### src/rtl/accum_key_entry_if.sv
// ============================================================================
// Module      : accum_key_entry_if
// Description : Board-side bundle between KEY/SW inputs and the accumulator
//               display outputs.
// Revision    : 1.0 - initial release
// ============================================================================
`default_nettype none

interface accum_key_entry_if #(
  parameter int N = 8
);
  logic         key_n;
  logic         mode;
  logic [N-1:0] d;
  logic [N-1:0] acc;
  logic         carry;
  logic         ovf;
  logic         strobe;

  modport master (
    output key_n, mode, d,
    input  acc, carry, ovf, strobe
  );

  modport slave (
    input  key_n, mode, d,
    output acc, carry, ovf, strobe
  );
endinterface

`default_nettype wire

### src/rtl/accum_key_entry.sv
// ============================================================================
// Module      : accum_key_entry
// Description : Synchronises and debounces an active-low key, then applies one
//               add-with-carry/overflow or load of the switch operand per press.
// Revision    : 1.0 - initial release
// ============================================================================
`default_nettype none

module accum_key_entry #(
  parameter int N          = 8,
  parameter int DEB_CYCLES = 4
) (
  input  wire logic         Clk,
  input  wire logic         Resetn,
  accum_key_entry_if.slave  bus
);

  localparam int c_CNT_W = (DEB_CYCLES > 2) ? $clog2(DEB_CYCLES) : 1;
  localparam logic [c_CNT_W-1:0] c_CNT_ONE = c_CNT_W'(1);
  localparam logic [c_CNT_W-1:0] c_CNT_MAX = c_CNT_W'(DEB_CYCLES - 1);

  typedef enum logic [1:0] {
    ST_IDLE      = 2'd0,
    ST_PRESS_CHK = 2'd1,
    ST_HELD      = 2'd2,
    ST_REL_CHK   = 2'd3
  } state_t;

  logic               r_s1;
  logic               r_s2;
  state_t             r_state;
  state_t             w_state_nxt;
  logic [c_CNT_W-1:0] r_cnt;
  logic [c_CNT_W-1:0] w_cnt_nxt;
  logic               w_apply;

  logic [N-1:0]       r_acc;
  logic               r_carry;
  logic               r_ovf;
  logic               r_strobe;
  logic [N:0]         w_sum;
  logic               w_add_ovf;

  // Two-flop synchroniser; idles high so a released key reads as inactive.
  always_ff @(posedge Clk or negedge Resetn) begin
    if (!Resetn) begin
      r_s1 <= 1'b1;
      r_s2 <= 1'b1;
    end else begin
      r_s1 <= bus.key_n;
      r_s2 <= r_s1;
    end
  end

  always_ff @(posedge Clk or negedge Resetn) begin
    if (!Resetn) begin
      r_state <= ST_IDLE;
      r_cnt   <= '0;
    end else begin
      r_state <= w_state_nxt;
      r_cnt   <= w_cnt_nxt;
    end
  end

  // Any opposite sample in a qualification state restarts from the stable state.
  always_comb begin
    w_state_nxt = r_state;
    w_cnt_nxt   = r_cnt;
    w_apply     = 1'b0;
    case (r_state)
      ST_IDLE: begin
        if (!r_s2) begin
          w_state_nxt = ST_PRESS_CHK;
          w_cnt_nxt   = c_CNT_ONE;
        end
      end
      ST_PRESS_CHK: begin
        if (r_s2) begin
          w_state_nxt = ST_IDLE;
          w_cnt_nxt   = '0;
        end else if (r_cnt == c_CNT_MAX) begin
          w_state_nxt = ST_HELD;
          w_apply     = 1'b1;
        end else begin
          w_cnt_nxt   = r_cnt + c_CNT_ONE;
        end
      end
      ST_HELD: begin
        if (r_s2) begin
          w_state_nxt = ST_REL_CHK;
          w_cnt_nxt   = c_CNT_ONE;
        end
      end
      ST_REL_CHK: begin
        if (!r_s2) begin
          w_state_nxt = ST_HELD;
        end else if (r_cnt == c_CNT_MAX) begin
          w_state_nxt = ST_IDLE;
        end else begin
          w_cnt_nxt   = r_cnt + c_CNT_ONE;
        end
      end
      default: begin
        w_state_nxt = ST_IDLE;
        w_cnt_nxt   = '0;
      end
    endcase
  end

  assign w_sum     = {1'b0, r_acc} + {1'b0, bus.d};
  assign w_add_ovf = (r_acc[N-1] == bus.d[N-1]) && (w_sum[N-1] != r_acc[N-1]);

  always_ff @(posedge Clk or negedge Resetn) begin
    if (!Resetn) begin
      r_acc    <= '0;
      r_carry  <= 1'b0;
      r_ovf    <= 1'b0;
      r_strobe <= 1'b0;
    end else begin
      r_strobe <= w_apply;
      if (w_apply) begin
        if (bus.mode) begin
          r_acc   <= bus.d;
          r_carry <= 1'b0;
          r_ovf   <= 1'b0;
        end else begin
          r_acc   <= w_sum[N-1:0];
          r_carry <= w_sum[N];
          r_ovf   <= w_add_ovf;
        end
      end
    end
  end

  assign bus.acc    = r_acc;
  assign bus.carry  = r_carry;
  assign bus.ovf    = r_ovf;
  assign bus.strobe = r_strobe;

endmodule

`default_nettype wire

### src/flat_wrapper.sv
// flat-port wrapper written by rule: the top's interface ports become plain ports
module accum_key_entry_flat 
#(
  parameter int N          = 8,
  parameter int DEB_CYCLES = 4
)
  (Clk, Resetn, bus_key_n, bus_mode, bus_d, bus_acc, bus_carry, bus_ovf, bus_strobe);
  accum_key_entry_if #(.N(N)) bus_i ();
  input  wire logic Clk;
  input  wire logic Resetn;
  input wire logic [$bits(bus_i.key_n)-1:0] bus_key_n;
  input wire logic [$bits(bus_i.mode)-1:0] bus_mode;
  input wire logic [$bits(bus_i.d)-1:0] bus_d;
  output wire logic [$bits(bus_i.acc)-1:0] bus_acc;
  output wire logic [$bits(bus_i.carry)-1:0] bus_carry;
  output wire logic [$bits(bus_i.ovf)-1:0] bus_ovf;
  output wire logic [$bits(bus_i.strobe)-1:0] bus_strobe;
  assign bus_i.key_n = bus_key_n;
  assign bus_i.mode = bus_mode;
  assign bus_i.d = bus_d;
  assign bus_acc = bus_i.acc;
  assign bus_carry = bus_i.carry;
  assign bus_ovf = bus_i.ovf;
  assign bus_strobe = bus_i.strobe;
  accum_key_entry #(.N(N), .DEB_CYCLES(DEB_CYCLES)) u_core (.Clk(Clk), .Resetn(Resetn), .bus(bus_i));
endmodule
### config.mk
export PLATFORM = sky130hd
export DESIGN_NAME = accum_key_entry_flat
export DESIGN_NICKNAME = d
export VERILOG_FILES = /design/src/rtl/accum_key_entry_if.sv /design/src/rtl/accum_key_entry.sv /design/src/flat_wrapper.sv
export SDC_FILE = /design/constraint.sdc
export NUM_CORES = 1
export LEC_CHECK = 0
export ABC_AREA = 1
export CAP_MARGIN = 15
export CORE_AREA = 4 4 53 55
export DETAILED_ROUTE_END_ITERATION = 6
export DIE_AREA = 0 0 57 59
export PLACE_DENSITY = 0.76
export SYNTH_ARGS = -nofsm -noshare
export SYNTH_HDL_FRONTEND = slang
export SYNTH_SLANG_ARGS = --single-unit
### constraint.sdc
create_clock -name Clk -period 1.6 [get_ports Clk]
set_input_delay 0.32 -clock Clk [delete_from_list [all_inputs] [get_ports Clk]]
set_output_delay 0.32 -clock Clk [all_outputs]
set_load 0.05 [all_outputs]
==> results.txt <==
The clock tree from TritonCTS is built. Clock tree synthesis selected as its root buffer the cell clkbuf_4. The number of cells produced by synthesis came out at 149. After detailed placement, the total cell area comes to 0.00153 mm2. The slack of the critical path came out at 0.0664 ns. Counting flops with a built-in enable in the synthesized netlist gives 0. The number of antenna violations at the first check in global routing is 0. Setup slack on the worst reg-to-reg path comes out at 0.07 ns.

The end of the worst register-to-register path is u_core.bus.acc[4]. The final routed DRC violation total is 0. The fraction of power spent switching nets came out at 48.1%. Summed over all instances, the cell type with the most area after synthesis is dfrtp_1.

Summing all non-filler instances in the final layout gives an area of 0.00165 mm2. The flip-flop cell with the highest count after synthesis is dfrtp_1. The later-pin clock latency in the skew report is 0.30 ns. The max-slew headroom at the worst pin is 75.3%.

The worst setup path is launched from a register. The number of buffers between clock root and the deepest sink is 2. The aggregate routed wire length came out at 2920 um. The count of different cell masters after synthesis is 28. The most repeated cell in the gate-level netlist after synthesis is nand2_1.

The worst setup path is captured at a register. The global-route wire length before repair is 4630 um. The core region area is 0.00239 mm2. The fraction of the yosys area taken by sequential cells came out at 37.7%.

The count of input and output buffers is 22. The number of violations of the max-capacitance limit is 0. Fill cells in the final layout number 189. In this run the cell area of the synthesized design comes to 0.00113 mm2. In this run the worst path has a maximum fanout of 3. The worst vdd rail ir drop came out at 1.39 mV. The die boundary height came out at 59 um. The TritonCTS buffer count came out at 3.

The starting density of the core came out at 47.5%. The count of endpoints failing hold in the final timing report came to 0. The length in cells of the worst reg-to-reg path came out at 9. The average wire length per cell after detail routing came out at 13.7 um. The DRC violation total after the first TritonRoute iteration is 24.

By area the synthesized netlist is led by dfrtp_1 (33%), nand2_1 (13%), ha_1 (8.8%). The max-slew violation count is 0. The run finished with clean final reports. The number of clock sinks seen by CTS is 17. The die outline area came out at 0.00336 mm2. The mean instance size in the synthesized netlist is 7.62 um2. In this run the worst hold path is classified as input pin to async pin. Entering global routing, the biggest net connects 18 pins. The number of vias per cell is 5.28. The x dimension of the die is 57 um. The signal arrival time at the worst endpoint is 1.77 ns.

The H-tree depth reported by CTS is 1. The detailed-routing iteration count for the pre-antenna-repair pass came out at 5. The via count of the first global-routing pass is 1129. The vias after detailed routing came out at 1124. The number of hold-repair buffers added at the cts stage came out at 0. The repair_antennas step left the layout with diodes totalling 0. The minimum clock period after layout came out at 1.53 ns.

The aggregate global routing overflow came out at 0. The fraction of layout cells with a size suffix above 1 is 30.1%. At the placement stage, the worst setup path has a slack of -0.457 ns. The actual slew at the worst max-slew pin is 0.370 ns. The relative contribution of combinational cells to total power is 68.8%. The number of nets still failing antenna checks after routing came out at 0. The share of flip-flops with an asynchronous set or reset after synthesis came out at 100%.

The number of placed I/O pins is 23. The count of standard-cell rows is 18. The largest clock skew in the final design came out at 0.0136 ns. The post-synthesis to final-layout area growth is 45.3%. The aggregate negative setup slack came out at 0 ns. The worst register-to-register path begins at u_core.bus.acc[0].

The top achievable clock speed came out at 652 MHz. Detailed placement finished with a half-perimeter wire length of 2120 um. Setup repair after global routing could not meet its margin everywhere. Global routing used 17.7% of the available tracks. The sequential group share of total power came out at 24.4%. The part of the total power dissipated in the clock network came out at 6.8%. The clock-pin transition on the worst setup and hold timing paths is 0.11 ns. At the end of routability-driven placement, the weighted congestion stood at 0.834. The critical path is of the register to register type. The count of yosys warnings during synthesis is 0. The internal power contribution is 1.80 mW. The net switching power came out at 1.67 mW.

The top cell type's share of synthesized area came out at 33.1%. The number of nets in the finished design is 205. The endpoint required time on the critical path is 1.84 ns.

The part of the cycle the worst path needs came out at 95.9%. The net count after synthesis came out at 170. The number of endpoints failing setup at the final stage came out at 0. The post-synthesis register bit count is 17. Power spread over the standard cell area amounts to 2100 mW/mm2. Ranked by instance count, the synthesized netlist is headed by nand2_1 (38), inv_1 (23), dfrtp_1 (15).

The static leakage is 0.809 nW.
==> cell usage in the layout (no fill, tap or decap), drive strengths merged <==
master,n
nand2,41
inv,24
buf,21
dfrtp,15
nand3,13
nor2,12
a21oi,11
clkdlybuf4s50,9
ha,8
o21ai,6
nand4,4
clkbuf,3
xor2,2
nor3,2
dfstp,2
clkinv,2
nand3b,1
or2,1
o211ai,1
a31oi,1
o32ai,1
fa,1
dlygate4sd2,1
dlymetal6s2s,1
==> routing by layer <==
layer  global-route usage, %  vias up  part of all wire [%]
met5                       0        -                     0
met1                    18.2      513                    38
met3                    3.49       17                   6.3
li1                        -      548                     -
met4                    10.3        0                   3.7
met2                    33.3       46                    52
==> cells by family after synthesis <==
logic type,Yosys count,synth area share [%]
simple gates,74,30.2
compound gates,20,9.81
flops,17,37.7
buf+inv,27,10.1
fa+ha+maj,9,10.6
xor+xnor,2,1.54
==> cell type report <==
class	instances	area [um2]	area share (%)
tap	30	37.5	2.28
timing repair buffer	32	369	22.4
clock buffer	3	22.5	1.37
multi-input combinational	105	681	41.3
inverter	25	98.8	5.99
sequential	17	435	26.4
clock inverter	1	5.00	0.303
==> how the worst max path moves through the flow <==
stage	cells past startpoint	endpoint	slack, ns	from
floorplan	8	u_core.bus.acc[4]	-0.05	u_core.bus.acc[3]
global placement	10	u_core.bus.acc[4]	-0.37	bus_d[0]
detailed placement	10	u_core.bus.acc[4]	-0.46	bus_d[0]
CTS	9	u_core.bus.acc[7]	0.01	u_core.bus.acc[5]
global route	8	u_core.bus.acc[2]	-0.04	u_core.bus.acc[0]
finish	9	u_core.bus.acc[4]	0.07	u_core.bus.acc[0]
==> worst max-delay path, stage by stage, from the launching register on <==
cell,delay [ns]
dfrtp_2,0.39
ha_4,0.13
inv_2,0.04
fa_2,0.36
inv_2,0.09
nand3_2,0.07
nand2_2,0.08
or2_1,0.10
nand3_1,0.06
a21oi_1,0.16
==> stage by stage <==
stage	cells	utilization, %	hold WS [ns]	total power [mW]
3_3_place_gp	207	64.2	0.347	2.92
2_1_floorplan	149	-	0.0244	2.12
4_1_cts	212	65.6	0.346	3.27
3_5_place_dp	207	64.2	0.347	3.01
6_report	213	69.1	0.329	3.47
5_1_grt	213	69.1	0.364	3.72
==> sequential cells by signal, indices dropped and copies added, names as in the netlist, named ones only <==
register and cells:
u_core.bus.acc 8, u_core.r_cnt 2, u_core.bus.carry 1, u_core.bus.ovf 1
u_core.bus.strobe 1, u_core.r_s1 1, u_core.r_s2 1, u_core.r_state 1
==> power by group through the flow <==
stage          clock (mW)  combinational (mW)  sequential, mW
2_1_floorplan           0               0.893            1.22
3_3_place_gp            0                2.11           0.814
3_5_place_dp            0                2.19           0.830
4_1_cts             0.237                2.22           0.812
5_1_grt             0.257                2.58           0.878
6_report            0.236                2.39           0.847
==> what timing repair did <==
action | in CTS | in global routing
setup endpoints to repair | 4 | 6
cloned | 0 | 0
gates resized for setup | 1 | 13
pin swaps | 0 | 7
buffers inserted | 1 | 1
Note: power is estimated with default switching activity, not from simulation.
